**src/rtl/branch_predictor.sv**
```systemverilog
`default_nettype none
// ============================================================================
//  Module      : branch_predictor
//  Description : Direct-mapped branch history table with a branch target
//                buffer. Every entry holds a 2-bit saturating counter, a
//                valid bit and a target PC. Fetch reads the table
//                combinationally to choose the next PC. The EX stage writes
//                resolved branches back and updates the branch and
//                misprediction statistics.
//  Revision    : 1.0 - initial release
// ----------------------------------------------------------------------------
//  Ports
//    clk          in   rising-edge clock
//    reset        in   asynchronous, active-high reset
//    IF_PC        in   PC being fetched
//    IF_predTaken out  prediction for IF_PC (1 = taken)
//    IF_predPC    out  next fetch PC (BTB target or IF_PC + 4)
//    EX_valid     in   EX holds a real instruction (not a bubble)
//    EX_PC        in   PC of the instruction in EX
//    EX_opcode    in   opcode of the instruction in EX
//    EX_taken     in   resolved branch outcome
//    EX_target    in   resolved branch target
//    EX_pred      in   prediction that travelled with this instruction
//    branchCount  out  resolved-branch count (saturating)
//    mispredCount out  misprediction count (saturating)
// ============================================================================
module branch_predictor #(
    parameter int         DBITS     = 32,
    parameter int         IDX_BITS  = 4,
    parameter logic [3:0] BRANCH_OP = 4'b0010,
    parameter int         STAT_BITS = 16
) (
    input  logic                 clk,
    input  logic                 reset,
    // fetch-side lookup
    input  logic [DBITS-1:0]     IF_PC,
    output logic                 IF_predTaken,
    output logic [DBITS-1:0]     IF_predPC,
    // execute-side update
    input  logic                 EX_valid,
    input  logic [DBITS-1:0]     EX_PC,
    input  logic [3:0]           EX_opcode,
    input  logic                 EX_taken,
    input  logic [DBITS-1:0]     EX_target,
    input  logic                 EX_pred,
    // statistics
    output logic [STAT_BITS-1:0] branchCount,
    output logic [STAT_BITS-1:0] mispredCount
);

    localparam int c_ENTRIES = 1 << IDX_BITS;

    // Per-entry 2-bit saturating counter states.
    typedef enum logic [1:0] {
        SNT = 2'b00,   // strongly not-taken
        WNT = 2'b01,   // weakly not-taken (reset state)
        WT  = 2'b10,   // weakly taken
        ST  = 2'b11    // strongly taken
    } ctr_state_t;

    // ------------------------------------------------------------------------
    // Table storage and statistics
    // ------------------------------------------------------------------------
    ctr_state_t           r_ctr    [c_ENTRIES];
    logic                 r_valid  [c_ENTRIES];
    logic [DBITS-1:0]     r_target [c_ENTRIES];
    logic [STAT_BITS-1:0] r_branch_cnt;
    logic [STAT_BITS-1:0] r_mispred_cnt;

    // ------------------------------------------------------------------------
    // Index extraction. PCs are word aligned, so bits [1:0] carry no
    // information; there are no tags, so aliasing PCs share an entry.
    // ------------------------------------------------------------------------
    logic [IDX_BITS-1:0] w_if_idx;
    logic [IDX_BITS-1:0] w_ex_idx;

    assign w_if_idx = IF_PC[IDX_BITS+1:2];
    assign w_ex_idx = EX_PC[IDX_BITS+1:2];

    // Bits of EX_PC that do not take part in indexing.
    logic w_unused_ex_pc;
    assign w_unused_ex_pc = &{1'b0, EX_PC[1:0], EX_PC[DBITS-1:IDX_BITS+2]};

    // ------------------------------------------------------------------------
    // Fetch-side lookup (combinational, zero latency). The table is read
    // before any same-cycle write lands, so a lookup of the entry being
    // updated returns the old contents. Reset forces the fall-through path
    // directly so the outputs react without waiting for the storage.
    // ------------------------------------------------------------------------
    logic [1:0]       w_if_ctr;
    logic             w_if_valid;
    logic [DBITS-1:0] w_if_target;
    logic [DBITS-1:0] w_if_pc_plus4;
    logic             w_if_pred_taken;

    assign w_if_ctr        = r_ctr[w_if_idx];
    assign w_if_valid      = r_valid[w_if_idx];
    assign w_if_target     = r_target[w_if_idx];
    // Truncated to DBITS: wraps to zero past all-ones.
    assign w_if_pc_plus4   = IF_PC + DBITS'(4);
    assign w_if_pred_taken = ~reset & w_if_valid & w_if_ctr[1];

    assign IF_predTaken = w_if_pred_taken;
    assign IF_predPC    = w_if_pred_taken ? w_if_target : w_if_pc_plus4;

    // ------------------------------------------------------------------------
    // Execute-side update qualification
    // ------------------------------------------------------------------------
    logic w_update;
    logic w_mispred;

    assign w_update  = EX_valid && (EX_opcode == BRANCH_OP);
    assign w_mispred = (EX_pred != EX_taken);

    // ------------------------------------------------------------------------
    // Counter next-state for the entry addressed by EX_PC
    // ------------------------------------------------------------------------
    ctr_state_t w_ex_ctr_cur;
    ctr_state_t w_ex_ctr_nxt;

    assign w_ex_ctr_cur = r_ctr[w_ex_idx];

    always_comb begin
        w_ex_ctr_nxt = w_ex_ctr_cur;
        case (w_ex_ctr_cur)
            SNT:     w_ex_ctr_nxt = EX_taken ? WNT : SNT;
            WNT:     w_ex_ctr_nxt = EX_taken ? WT  : SNT;
            WT:      w_ex_ctr_nxt = EX_taken ? ST  : WNT;
            ST:      w_ex_ctr_nxt = EX_taken ? ST  : WT;
            default: w_ex_ctr_nxt = WNT;
        endcase
    end

    // ------------------------------------------------------------------------
    // Table write. A not-taken outcome only moves the counter: the target
    // of the last taken resolution is kept for when the entry turns taken
    // again.
    // ------------------------------------------------------------------------
    always_ff @(posedge clk or posedge reset) begin
        if (reset) begin
            for (int i = 0; i < c_ENTRIES; i++) begin
                r_ctr[i]    <= WNT;
                r_valid[i]  <= 1'b0;
                r_target[i] <= '0;
            end
        end else if (w_update) begin
            r_ctr[w_ex_idx] <= w_ex_ctr_nxt;
            if (EX_taken) begin
                r_valid[w_ex_idx]  <= 1'b1;
                r_target[w_ex_idx] <= EX_target;
            end
        end
    end

    // ------------------------------------------------------------------------
    // Statistics counters, both saturating at all-ones
    // ------------------------------------------------------------------------
    logic w_branch_sat;
    logic w_mispred_sat;

    assign w_branch_sat  = &r_branch_cnt;
    assign w_mispred_sat = &r_mispred_cnt;

    always_ff @(posedge clk or posedge reset) begin
        if (reset) begin
            r_branch_cnt  <= '0;
            r_mispred_cnt <= '0;
        end else if (w_update) begin
            if (!w_branch_sat) begin
                r_branch_cnt <= r_branch_cnt + STAT_BITS'(1);
            end
            if (w_mispred && !w_mispred_sat) begin
                r_mispred_cnt <= r_mispred_cnt + STAT_BITS'(1);
            end
        end
    end

    assign branchCount  = r_branch_cnt;
    assign mispredCount = r_mispred_cnt;

endmodule
`default_nettype wire

```
**config.mk**
```make
export PLATFORM = sky130hd
export DESIGN_NAME = branch_predictor
export DESIGN_NICKNAME = d
export VERILOG_FILES = /design/src/rtl/branch_predictor.sv
export SDC_FILE = /design/constraint.sdc
export NUM_CORES = 1
export LEC_CHECK = 0
export BUFFER_PORTS_ARGS = -buffer_cell sky130_fd_sc_hd__clkbuf_2
export CAP_MARGIN = 20
export CORE_ASPECT_RATIO = 0.5
export CORE_MARGIN = 3
export CORE_UTILIZATION = 64
export DETAILED_ROUTE_END_ITERATION = 8
export PLACE_DENSITY_LB_ADDON = 0.3
export SETUP_SLACK_MARGIN = 0.2
export SYNTH_ARGS = -nofsm -noshare
export SYNTH_HDL_FRONTEND = slang
export SYNTH_SLANG_ARGS = --single-unit
```
**constraint.sdc**
```tcl
create_clock -name clk -period 24.9 [get_ports clk]
set_input_delay 0 -clock clk [delete_from_list [all_inputs] [get_ports clk]]
set_output_delay 0 -clock clk [all_outputs]
set_load 0.03 [all_outputs]
```
Word-level counts from Yosys, hierarchy flattened:

Index checks and enable logic that the tools add are counted.

* memory bits (read-only): 0
* bits of input ports: 105
* logic and storage cells: 104
* RAM bits: 0
* memories kept: 0
* flip-flop bits (word level): 592
* output and inout bits: 65
* latch bits: 0

* equality and inequality tests: 5
* div/mod/pow operators: 0
* magnitude comparators: 3
* add/subtract/negate cells: 3
* multiplexer cells: 26
* multipliers: 0
* shift-type cells: 0
* reduce and logical (&&, ||, !) cells: 10
* bitwise logic cells: 7

Operators by type and width (count)
* $bwmux W512: 1
* $bmux W32 S4: 1
* $demux W32 S4: 1
* $mux W32: 4
* $add A16 B1 Y16 const B: 2
* $add A32 B3 Y32 const B: 1
* $bwmux W32: 1
* $reduce_and A16 Y1: 2
* $bmux W2 S4: 2
* $or A16 B16 Y16: 1
* $mux W2: 7
* $ge A5 B5 Y1 const B: 2
* $not A4 Y5: 2
* $demux W2 S4: 1
* $pmux W2 S4: 1
* $reduce_and A2 Y1: 3
* $lt A5 B1 Y1 const B: 1
* $mux W1: 5
* $bmux W1 S4: 1
* $demux W1 S4: 1
* $eq A2 B2 Y1 const B: 2
* $eq A4 B2 Y1 const B: 1
* $logic_and A1 B1 Y1: 3
* $and A1 B1 Y1: 2
* 5 further kinds: 6

Longest topological paths before layout:

* word-level depth: 7
* mapped depth: 9
* depth with buffers taken out: 6

Worst setup path after synthesis:

OpenSTA, ideal clock, no wires.

* path kind: input -> output
* start point: in IF_PC[2]
* end point: out IF_predPC[10]
* path buffers: 2
* stages on the path: 5
* slack: 22.869 ns
* data arrival time: 2.031 ns
* data required time: 24.900 ns
* path through: buf_4 > buf_1 > mux4_2 > mux4_2 > mux2_2

* cells in the longest elaborated chain, start to end: 7
* elaborated cells on any way between the ends: 14
* those cells by class: 1 x add/sub; 10 x mux; 3 x bitwise

Ends and longest elaborated chain
* start, declared: line 36 `input logic [DBITS-1:0] IF_PC,`
* branches (longest 6 deep; another with $add A32 B3 Y32)
* $mux W32 *: line 104 `assign IF_predPC = w_if_pred_taken ? w_if_target : w_if_pc_plus4;`
* end, declared: line 38 `output logic [DBITS-1:0] IF_predPC,`

Every way passes the cells marked *. The select of a mux whose other input is x is not followed.

Final worst setup path:

* start point: in IF_PC[2]
* end point: out IF_predPC[26]

The elaborated chain is that of the path after synthesis.

==> summary.txt <==
Run status
  • Status: finished, final reports clean

Logic synthesis
  • Post-synth EDFFs: 0
  • Post-Synth Simple-Gate Area: 0.0378
  • Yosys Warn Count: 0
  • Compound-cell area share of the yosys netlist: 0.00186
  • Synthesized cell area: 27,500 µm²
  • Sequential fraction of the synthesis area: 0.539
  • Cells after Synth: 1,751
  • Area leader, netlist: dfrtp_1
  • Syn_nets: 1,859
  • Synth Area per Inst: 15.7 µm²
  • Share of the synthesized area in the top cell type: 0.523
  • Top post-synthesis cells by area: dfrtp_1, mux2_2, mux4_2, dfstp_2, xnor2_1
  • Post-Synth Adder-Cell Area: 0.00218
  • Ys flop type: dfrtp_1
  • Synth cell types: 41
  • Synth Register Bits: 592
  • Async SR Flop Fraction: 1.00
  • Mux cell area share after synthesis: 0.377
  • Main combinational cell family by area after synthesis: multiplexers
  • Xor and xnor area share after synthesis: 0.0188

Clock network
  • CTS Buffer Depth: 3
  • TritonCTS clock tree: yes
  • CTS Buf Count: 50
  • Cts-stage hold buffer count: 37
  • Postcts setup bufs: 0
  • Clk_lat worst skew: 580 ps
  • Sink Count: 592
  • CTS clk-pin slew, worst paths: 60 ps
  • H-tree Lvls: 2
  • Post-CTS Resized: 0
  • Root Driver: clkbuf_16

Cells and area
  • Multi-input logic area: 12,100 µm²
  • Fraction of layout cells with a size suffix above 1: 0.543
  • Diode count: 0
  • Commonest non-fill, non-tap cells in the layout: mux2_2, dfrtp_1, mux4_2
  • NumNets Final: 1,986
  • Area grow syn2layout: 12.0%
  • Most common cell after layout, fill and taps aside: mux2_2
  • Fillers: 2,555
  • Register area: 14,800 µm²

Die
  • Die Span Y: 153 µm
  • Site Rows: 53
  • Core ar.: 42,200 µm²
  • I/O pin total: 170
  • Starting density of the core: 0.652
  • Die Area: 45,700 µm²
  • Die Width: 299 µm

Placed design
  • I/O Buffers: 141
  • Post-DP HPWL: 37,000 µm
  • Gpl congestion: 0.870

Routing
  • Final wirelength: 63,900 µm
  • Detail Route Antenna Nets: 0
  • Detailed Route Iter0 Violations: 1,296
  • Via count: 16,100
  • Residual DRC count: 0
  • WL/cell: 25.6 µm
  • Via-per-instance ratio: 6.44
  • DR pass1 iterations: 7

STA
  • Final Max Slew Viols: 0
  • Fmax: 269 MHz
  • RSZ-0062 raised after global routing: false
  • Fin crit period: 3720 ps
  • Slew @ Worst Pin: 1070 ps
  • Min Hold Slack: 31.2 ps
  • Final setup fails: 0
  • Final Hold Viols: 0
  • Final cycle utilization of the critical path: 0.150
  • Clk_skew: 6.75 ps
  • Max-slew headroom: 0.283
  • Post-route setup TNS: 0 ps

Worst setup path
  • Crit path cell chain: clkbuf_8, buf_4, ha_1, nand3_1, nor2_1, nand3_1, xnor2_1, mux2_2, clkbuf_2
  • CP top delay family: buffers and inverters
  • Setup crit start kind: input port
  • Critical path class: in2out
  • Crit path top cell by count: nand3_1
  • Crit-path slowest cell: buf_4
  • Slowest cell delay on critical path: 850 ps
  • Critical Path RT: 24,900 ps
  • Crit end category: output pin
  • WP data arrival: 3720 ps
  • Worst-path fanout max: 53
  • Worst path bufs/invs: 3

GRT
  • Initial antenna violation count: 0
  • GRT Util Overall: 0.286
  • Largest net degree at the start of global routing: 168
  • GRT overflow: 0
  • First-pass GRT wire length: 101,000 µm
  • Vias in the first global route: 17,600

Pwr
  • Pwr dens: 64.1 nW/µm²
  • Leakage: 15.1 nW
  • Worst VDD drop: 51.4 µV

Hold path
  • Hold Crit Class: in2reg

Flow run
  • MaxCap Viol Count: 0
-- worst min-delay path, stage by stage --
cell      delay, ps
clkbuf_2         90
xor2_1           50
nand3_1         200
nor4_1           90
xor2_1          130
-- final timing paths --
path / start / endpoint / slack (ps) / depth (start not counted)
hold reg to reg: r_valid[12] / r_valid[12] / 470 / 1
setup / recovery: IF_PC[2] / IF_predPC[26] / 21180 / 9
hold / removal: EX_pred / mispredCount[9] / 30 / 5
max in group asynchronous: reset / r_target[38] / 22570 / 8
min in group asynchronous: reset / r_valid[6] / 530 / 4
setup reg to reg: branchCount[2] / branchCount[12] / 22690 / 5
-- layer usage --
metal  GRT usage  part of all wire
met4      0.0760             0.022
met5           0                 0
met3      0.0434             0.049
met1       0.390              0.42
met2       0.488              0.51
-- flip-flops by register name, indices dropped and copies added, names as in the netlist --
register / count
r_valid: 16
r_ctr: 32
branchCount: 16
mispredCount: 16
r_target: 512
-- cells in the mapped netlist, drive strengths merged, types with 3 or more instances --
cell / number
nor3: 4
xnor2: 44
dfstp: 16
nand4: 19
nand3: 35
ha: 3
and2: 6
clkbuf: 78
nor2b: 5
nand2: 51
or2: 5
buf: 63
and4: 12
nor2: 12
mux2: 577
dfrtp: 576
inv: 7
nand4b: 4
nand2b: 12
xor2: 15
nor4: 5
and3: 14
mux4: 172
-- cells by family (layout without fill, tap and decap cells) --
| kind of cell | Yosys count | after routing |
|---|---|---|
| simple gates | 189 | 189 |
| mux | 751 | 751 |
| buf+inv | 149 | 312 |
| xor+xnor | 59 | 59 |
| flops | 592 | 592 |
| compound gates | 6 | 6 |
| fa+ha+maj | 5 | 5 |
-- through the flow --
step / total power [W] / setup slack (ps) / cell area [µm²] / utilization / instances
4_1_cts: 0.00199 / 21080 / 30700 / 0.726 / 2484
3_3_place_gp: 0.00117 / 21120 / 28600 / 0.678 / 2359
6_report: 0.00198 / 21180 / 30800 / 0.730 / 2491
2_1_floorplan: 0.00113 / 8360 / 27500 / - / 1751
3_5_place_dp: 0.00118 / 21110 / 28600 / 0.678 / 2359
5_1_grt: 0.00205 / 20900 / 30800 / 0.730 / 2491
-- layout make-up --
cell class,count,area share
Multi-Input combinational cell,1010,0.392
Tap cell,577,0.0234
Timing Repair Buffer,216,0.0480
Clock inverter,11,0.00511
Sequential cell,592,0.481
Inverter,8,0.00122
Clock buffer,77,0.0492
-- report_power, final --
part	switching (W)	leakage (nW)	internal (W)
Clock	0.000348	0.822	0.000460
Sequential	0.0000189	8.15	0.000991
Combinational	0.0000919	6.08	0.0000680
Total	0.000459	15.1	0.00152
Note: power is estimated with default switching activity, not from simulation.
